[config.mk]
export PLATFORM = sky130hd
export DESIGN_NAME = taxi_mac_pause_ctrl_rx
export DESIGN_NICKNAME = d
export VERILOG_FILES = /design/src/rtl/taxi_mac_pause_pkg.sv /design/src/rtl/taxi_mac_pause_timer.sv /design/src/rtl/taxi_mac_pause_ctrl_rx.sv
export SDC_FILE = /design/constraint.sdc
export NUM_CORES = 1
export LEC_CHECK = 0
export BUFFER_PORTS_ARGS = -buffer_cell sky130_fd_sc_hd__buf_2
export CAP_MARGIN = 40
export CORE_MARGIN = 10
export CORE_UTILIZATION = 60
export CTS_BUF_LIST = sky130_fd_sc_hd__clkbuf_4 sky130_fd_sc_hd__clkbuf_8 sky130_fd_sc_hd__clkbuf_16
export CTS_CLUSTER_DIAMETER = 120
export DETAILED_ROUTE_END_ITERATION = 8
export GPL_TIMING_DRIVEN = 0
export PLACE_DENSITY = 0.83
export SLEW_MARGIN = 10
export SYNTH_ARGS = -nofsm -noshare
export SYNTH_HDL_FRONTEND = slang
export SYNTH_SLANG_ARGS = --single-unit
[constraint.sdc]
create_clock -name clk -period 20 [get_ports clk]
set_input_delay 2 -clock clk [delete_from_list [all_inputs] [get_ports clk]]
set_output_delay 2 -clock clk [all_outputs]
set_load 0.1 [all_outputs]
[src/rtl/taxi_mac_pause_pkg.sv]
// Shared constants and types for the RX pause controller.
// Quanta are 512 bit times; timers carry QFB fractional bits.
package taxi_mac_pause_pkg;

  localparam logic [15:0] MCF_OPC_LFC = 16'h0001;
  localparam logic [15:0] MCF_OPC_PFC = 16'h0101;
  localparam logic [15:0] MCF_ETYPE   = 16'h8808;

  localparam int QUANTA_BITS = 512;
  localparam int PFC_CLASSES = 8;
  localparam int QFB_DEF     = 8;

  typedef logic [16+QFB_DEF-1:0] pause_timer_t;

  // Quanta fields arrive big-endian, high byte first.
  function automatic logic [15:0] be16(
    input logic [7:0] hi,
    input logic [7:0] lo
  );
    return {hi, lo};
  endfunction

endpackage

[src/rtl/taxi_mac_pause_timer.sv]
// One pause-quanta countdown timer with a registered request.
// Load beats countdown; countdown saturates at zero.
module taxi_mac_pause_timer
  import taxi_mac_pause_pkg::*;
#(
  parameter int QFB = QFB_DEF
) (
  input  logic        clk,
  input  logic        rst,
  input  logic        en,
  input  logic        load,
  input  logic [15:0] quanta,
  input  logic [15:0] step,
  input  logic        ack,
  output logic        req
);

  localparam int TW = 16 + QFB;

  logic [TW-1:0] tmr;
  logic [TW-1:0] tmr_nxt;
  logic [TW-1:0] stp;

  assign stp = TW'(step);

  always_comb begin
    tmr_nxt = tmr;
    if (!en) begin
      tmr_nxt = '0;
    end else if (load) begin
      tmr_nxt = {quanta, {QFB{1'b0}}};
    end else if (req && ack) begin
      tmr_nxt = (tmr > stp) ? (tmr - stp) : '0;
    end
  end

  always_ff @(posedge clk or posedge rst) begin
    if (rst) begin
      tmr <= '0;
      req <= 1'b0;
    end else begin
      tmr <= tmr_nxt;
      req <= (tmr_nxt != '0);
    end
  end

endmodule

[src/rtl/taxi_mac_pause_ctrl_rx.sv]
// RX pause controller: LFC/PFC frame decode and per-class timers.
// Statistics exist only when TAXI_MAC_PAUSE_RX_STAT_EN is defined.
module taxi_mac_pause_ctrl_rx
  import taxi_mac_pause_pkg::*;
#(
  parameter int MCF_PARAMS_SIZE = 18,
  parameter bit PFC_EN          = 1'b1,
  parameter int QFB             = QFB_DEF
) (
  input  logic                         clk,
  input  logic                         rst,
  input  logic                         mcf_valid,
  input  logic [15:0]                  mcf_opcode,
  input  logic [MCF_PARAMS_SIZE*8-1:0] mcf_params,
  output logic                         rx_lfc_req,
  input  logic                         rx_lfc_ack,
  output logic [7:0]                   rx_pfc_req,
  input  logic [7:0]                   rx_pfc_ack,
  input  logic [15:0]                  cfg_rx_lfc_opcode,
  input  logic                         cfg_rx_lfc_en,
  input  logic [15:0]                  cfg_rx_pfc_opcode,
  input  logic                         cfg_rx_pfc_en,
  input  logic [15:0]                  cfg_rx_quanta_step,
  output logic                         stat_rx_lfc_pkt,
  output logic                         stat_rx_lfc_xon,
  output logic                         stat_rx_lfc_xoff,
  output logic                         stat_rx_lfc_paused,
  output logic                         stat_rx_pfc_pkt,
  output logic [7:0]                   stat_rx_pfc_xon,
  output logic [7:0]                   stat_rx_pfc_xoff,
  output logic [7:0]                   stat_rx_pfc_paused
);

  logic                         lfc_acc;
  logic                         pfc_acc;
  logic [15:0]                  lfc_q;
  logic [7:0]                   pfc_e;
  logic [PFC_CLASSES-1:0][15:0] pfc_q;

  assign lfc_acc = mcf_valid && cfg_rx_lfc_en &&
                   (mcf_opcode == cfg_rx_lfc_opcode);
  assign pfc_acc = PFC_EN && mcf_valid && cfg_rx_pfc_en &&
                   (mcf_opcode == cfg_rx_pfc_opcode);

  assign lfc_q = be16(mcf_params[7:0], mcf_params[15:8]);
  // Byte 0 of a PFC frame is reserved; byte 1 is the class mask.
  assign pfc_e = pfc_acc ? mcf_params[15:8] : 8'h00;

  taxi_mac_pause_timer #(
    .QFB(QFB)
  ) u_lfc (
    .clk   (clk),
    .rst   (rst),
    .en    (cfg_rx_lfc_en),
    .load  (lfc_acc),
    .quanta(lfc_q),
    .step  (cfg_rx_quanta_step),
    .ack   (rx_lfc_ack),
    .req   (rx_lfc_req)
  );

  if (PFC_EN) begin : g_pfc
    for (genvar i = 0; i < PFC_CLASSES; i++) begin : g_cls
      assign pfc_q[i] = be16(mcf_params[8*(2+2*i) +: 8],
                             mcf_params[8*(3+2*i) +: 8]);

      taxi_mac_pause_timer #(
        .QFB(QFB)
      ) u_tmr (
        .clk   (clk),
        .rst   (rst),
        .en    (cfg_rx_pfc_en),
        .load  (pfc_e[i]),
        .quanta(pfc_q[i]),
        .step  (cfg_rx_quanta_step),
        .ack   (rx_pfc_ack[i]),
        .req   (rx_pfc_req[i])
      );
    end
  end else begin : g_no_pfc
    logic unused_pfc;
    assign pfc_q      = '0;
    assign rx_pfc_req = '0;
    assign unused_pfc = ^{rx_pfc_ack, cfg_rx_pfc_en,
                          cfg_rx_pfc_opcode, pfc_q,
                          pfc_e, pfc_acc};
  end

`ifdef TAXI_MAC_PAUSE_RX_STAT_EN
  logic [7:0] pfc_xon_c;
  logic [7:0] pfc_xoff_c;

  always_comb begin
    pfc_xon_c  = '0;
    pfc_xoff_c = '0;
    for (int i = 0; i < PFC_CLASSES; i++) begin
      pfc_xon_c[i]  = pfc_e[i] && (pfc_q[i] == 16'h0);
      pfc_xoff_c[i] = pfc_e[i] && (pfc_q[i] != 16'h0);
    end
  end

  always_ff @(posedge clk or posedge rst) begin
    if (rst) begin
      stat_rx_lfc_pkt    <= 1'b0;
      stat_rx_lfc_xon    <= 1'b0;
      stat_rx_lfc_xoff   <= 1'b0;
      stat_rx_lfc_paused <= 1'b0;
      stat_rx_pfc_pkt    <= 1'b0;
      stat_rx_pfc_xon    <= '0;
      stat_rx_pfc_xoff   <= '0;
      stat_rx_pfc_paused <= '0;
    end else begin
      stat_rx_lfc_pkt    <= lfc_acc;
      stat_rx_lfc_xon    <= lfc_acc && (lfc_q == 16'h0);
      stat_rx_lfc_xoff   <= lfc_acc && (lfc_q != 16'h0);
      stat_rx_lfc_paused <= rx_lfc_req && rx_lfc_ack;
      stat_rx_pfc_pkt    <= pfc_acc;
      stat_rx_pfc_xon    <= pfc_xon_c;
      stat_rx_pfc_xoff   <= pfc_xoff_c;
      stat_rx_pfc_paused <= rx_pfc_req & rx_pfc_ack;
    end
  end
`else
  assign stat_rx_lfc_pkt    = 1'b0;
  assign stat_rx_lfc_xon    = 1'b0;
  assign stat_rx_lfc_xoff   = 1'b0;
  assign stat_rx_lfc_paused = 1'b0;
  assign stat_rx_pfc_pkt    = 1'b0;
  assign stat_rx_pfc_xon    = '0;
  assign stat_rx_pfc_xoff   = '0;
  assign stat_rx_pfc_paused = '0;
`endif

endmodule

==> impl_results.md <==
* Top cells by area, synth: dfrtp_1 29%, ha_1 9.4%, xnor2_1 5.8%
* Number of global-route vias before repair at 19410
* CTS buffer count at 28
* Placed Instances at 2993
* Post-Synthesis Cells at 2323
* Slowest-stage cell, CP: a211oi_1
* CTS resizes at 0
* Fill cell count at 2640
* Fin cells at 3044
* FF-to-FF End: g_pfc.g_cls[7].u_tmr.req
* Cell family with most CP delay: compound AO/OA/AOI/OAI gates
* Slew Limit Fails at 0
* PnR worst setup slack at ~13000 ps
* Critical Setup Path Class: input pin to flop
* Clk buf depth at 3
* Post-synthesis cell type count at 96
* Post-CTS setup buffer count at 0
* N_diodes at 0
* Root Buffer: clkbuf_16
* Pint at 1.722 mW
* Hold Violations, Final at 0
* Layout Utilization at 70.11%
* ANT nets after route at 0
* First-pass GRT wire length at 104200 um
* Placer Congestion at approximately 0.98
* Worst skew pair latency at 560 ps
* Critical path's largest stage delay at 680 ps
* Wire length on met2 at 30710 um
* Fin area at between 0.02 and 0.025 sq mm
* Setup TNS at 0 ps
* Final HPWL DP at 50840 um
* Switching share of power at between 40% and 50%
* # IOs at 260
* Asr flop ratio synth at 100.0%
* Multi-input logic area at 0.01284 sq mm
* Area leader, netlist: dfrtp_1
* DR WL/cell at ~22 um
* Clk sinks at 225
* Starting Density at 60.90%
* Max_cap viols at 0
* Power per cell area at roughly 140 mW/mm^2
* Combinational share of power at between 50% and 60%
* Critical Path End Type: flop
* Clock group share of total power at 16.6%
* Final worst path period share at 32.65%
* Global route total overflow at 0
* Iter 0 DRT Violations at 2312
* Placeable Area at roughly 0.032 sq mm
* GRT Resource Usage Total at 32.83%
* Critical Path Most Common Cell: o21ai_0
* Max IR drop VDD at 0.09175 mV
* Seq pwr share at about a quarter
* R2R depth at 14
* WL final at ~67000 um
* Worst R2R Setup Slack at 15040 ps
* Number of enable flip-flop cells after synthesis at 0
* Crit-path cells: buf_2, inv_1, buf_16, fa_1, a211oi_1, o21ai_0, o31a_1, a211oi_1, o21ai_0, o211ai_1, o21ai_0, nor4_1, nor4bb_1, nand4b_1
* Final net count at 2996
* Clock transition at path regs at 60 ps
* Setup Viol. Count Final at 0
* Slew margin rel. at 35.91%
* Status: finished clean
* Htree depth at 1
* RSZ-0062 raised after global routing: false
* Worst-case clock skew at 28.21 ps
* DIE HEIGHT at 199.0 um
* Min-Delay Path Depth at 1
* CTS tree: yes
* Routed wl met3 at 6489 um
* Via density at roughly 6.5
* Sw power at 1.475 mW
* Initial DRT Pass Iterations at 6
* Required time of the critical path at 20420 ps
* Worst path buffer plus inverter count at 3
* Crit start category: input pin
* Pleak at 10.41 nW
* DRC Markers at 0
* Top_reg_cell synth: dfrtp_1
* Mean post-synth cell area at 8.272 sq um
* PortBufs at 229
* Mapped cell area at 0.01922 sq mm
* Seq/Total Area, Yosys at approximately 30%
* Max FO, Critical Path at 10
* DIE AREA at around 0.040 sq mm
* Worst-Margin Slew at approximately 960 ps
* Setup Slack @ Placement at 13060 ps
* Placed cell area at ~0.021 sq mm
* Pin count of the biggest net entering global routing at 91
* Hold/Removal Path Class: flop to flop
* Min-delay src: g_pfc.g_cls[4].u_tmr.tmr[6]
* Hold_buf cts at 0
* Arr. time, crit path at 6950 ps
* Initial antenna violation count at 0
* Layout cells sized above 1 at 14.35%
* Worst Hold Path EP: g_pfc.g_cls[4].u_tmr.tmr[6]
* Register bit total from synthesis at 225
* Yosys warns at 0
* Synth top area share at between 20 and 30%
* Minimum clock period at between 6000 and 7000 ps
* Max Used Layer: met4
* Layout area overhead at 15.13%
* Upper clock frequency limit at 153.1 MHz
* Post-route met1 wirelength at 26710 um
* Chip width at 199.0 um
* R2R Path Start: g_pfc.g_cls[7].u_tmr.tmr[0]
* Num rows at 65
* Register area at 0.005630 sq mm
* Routed vias at roughly 20000
==> worst max path at each step <==
stage	slack (ps)	from	endpoint	cells past startpoint
floorplan	11840	rst	g_pfc.g_cls[0].u_tmr.req	1
global placement	9110	rst	g_pfc.g_cls[0].u_tmr.tmr[19]	2
detailed placement	13060	cfg_rx_quanta_step[1]	g_pfc.g_cls[7].u_tmr.req	14
CTS	13610	cfg_rx_quanta_step[1]	g_pfc.g_cls[7].u_tmr.req	14
global route	13140	cfg_rx_quanta_step[1]	g_pfc.g_cls[7].u_tmr.req	14
finish	13470	cfg_rx_quanta_step[1]	g_pfc.g_cls[7].u_tmr.req	14
==> power groups by stage <==
| stage | combinational (mW) | clock [mW] | sequential [mW] |
|---|---|---|---|
| 2_1_floorplan | 1.46 | 0 | 0.718 |
| 3_3_place_gp | 1.80 | 0 | 0.752 |
| 3_5_place_dp | 1.85 | 0 | 0.756 |
| 4_1_cts | 1.87 | 0.532 | 0.752 |
| 5_1_grt | 2.09 | 0.549 | 0.776 |
| 6_report | 1.91 | 0.529 | 0.758 |
==> layout by cell type (no fill, tap or decap), types with 9 or more instances in the layout <==
master / n
nand3_1: 55
o211ai_1: 22
o21bai_1: 14
a221o_1: 9
conb_1: 29
buf_4: 38
and2_1: 16
nor2b_1: 15
buf_2: 232
a221oi_1: 30
nor3_1: 79
clkbuf_4: 11
a211oi_1: 26
ha_1: 144
fa_1: 9
dfrtp_1: 225
nand4_1: 29
nand2b_1: 15
clkbuf_1: 71
a21oi_1: 169
nor2_1: 232
clkbuf_16: 29
a22oi_1: 55
and3_1: 36
xor2_1: 79
inv_1: 64
or3_1: 23
nand2_1: 195
or2_2: 10
nor4_1: 38
or4_1: 31
xnor2_1: 127
o31ai_1: 9
o21a_1: 22
a21o_1: 56
o21ai_0: 178
a31oi_1: 21
==> worst register-to-register path, cell delays in order, from the launching register on <==
cell	delay [ps]
dfrtp_1	380
inv_1	60
ha_1	130
inv_1	60
fa_1	420
a211oi_1	220
o21ai_0	200
o31a_1	370
a211oi_1	680
o21ai_0	380
o211ai_1	620
o21ai_0	270
nor4_1	330
nor4bb_1	530
nand4b_1	160
==> cells in the mapped netlist, types with 10 or more instances <==
| library cell | number |
|---|---|
| nand3_1 | 55 |
| or3_1 | 23 |
| nor2b_1 | 15 |
| and3_1 | 36 |
| nand2_1 | 195 |
| a221oi_1 | 30 |
| o21bai_1 | 14 |
| nand2b_1 | 15 |
| a211oi_1 | 26 |
| clkbuf_1 | 71 |
| and2_1 | 16 |
| ha_1 | 144 |
| buf_4 | 38 |
| inv_1 | 65 |
| or4_1 | 31 |
| nor3_1 | 79 |
| xnor2_1 | 127 |
| nand4_1 | 29 |
| xor2_1 | 79 |
| a21oi_1 | 169 |
| a31oi_1 | 21 |
| nor2_1 | 232 |
| dfrtp_1 | 225 |
| a21o_1 | 56 |
| o21a_1 | 22 |
| nor4_1 | 38 |
| or2_2 | 10 |
| o211ai_1 | 22 |
| o21ai_0 | 178 |
| a22oi_1 | 55 |
==> sequential cells by signal, summed over array words and instances, names as in the netlist <==
name	flops
g_pfc.g_cls.u_tmr.req	8
g_pfc.g_cls.u_tmr.tmr	192
u_lfc.req	1
u_lfc.tmr	24
==> per-stage QoR <==
stage / hold WS [ps] / power, mW
5_1_grt: 552.1 / 3.418
6_report: 543.8 / 3.197
2_1_floorplan: 483.6 / 2.178
4_1_cts: 536.5 / 3.149
3_5_place_dp: 522.0 / 2.602
3_3_place_gp: 507.9 / 2.554
==> layout make-up <==
class	count	area share (%)
Sequential cell	225	25.45
Multi-Input combinational cell	1945	58.04
Tap cell	402	2.274
Timing Repair Buffer	240	6.074
Buffer	116	2.743
Inverter	65	1.137
Clock buffer	43	3.840
Clock inverter	8	0.4412
==> cells by family (layout without fill, tap and decap cells) <==
kind of cell	Yosys count	after routing	synth area share, %
XOR/XNOR	206	206	9.389
adder cells (fa/ha/maj)	153	153	10.31
AND/OR/NAND/NOR	822	822	21.13
other	1	29	0.01952
multiplexers	4	4	0.2084
AO/OA/AOI/OAI	731	731	25.21
buffers and inverters	181	472	4.428
flip-flops	225	225	29.30
==> metal layers <==
layer	vias up	global-route usage [%]
li1	9204	-
met1	9429	41.75
met2	1018	52.55
met3	234	6.303
met4	0	15.88
met5	-	0
Note: power is estimated with default switching activity, not from simulation.
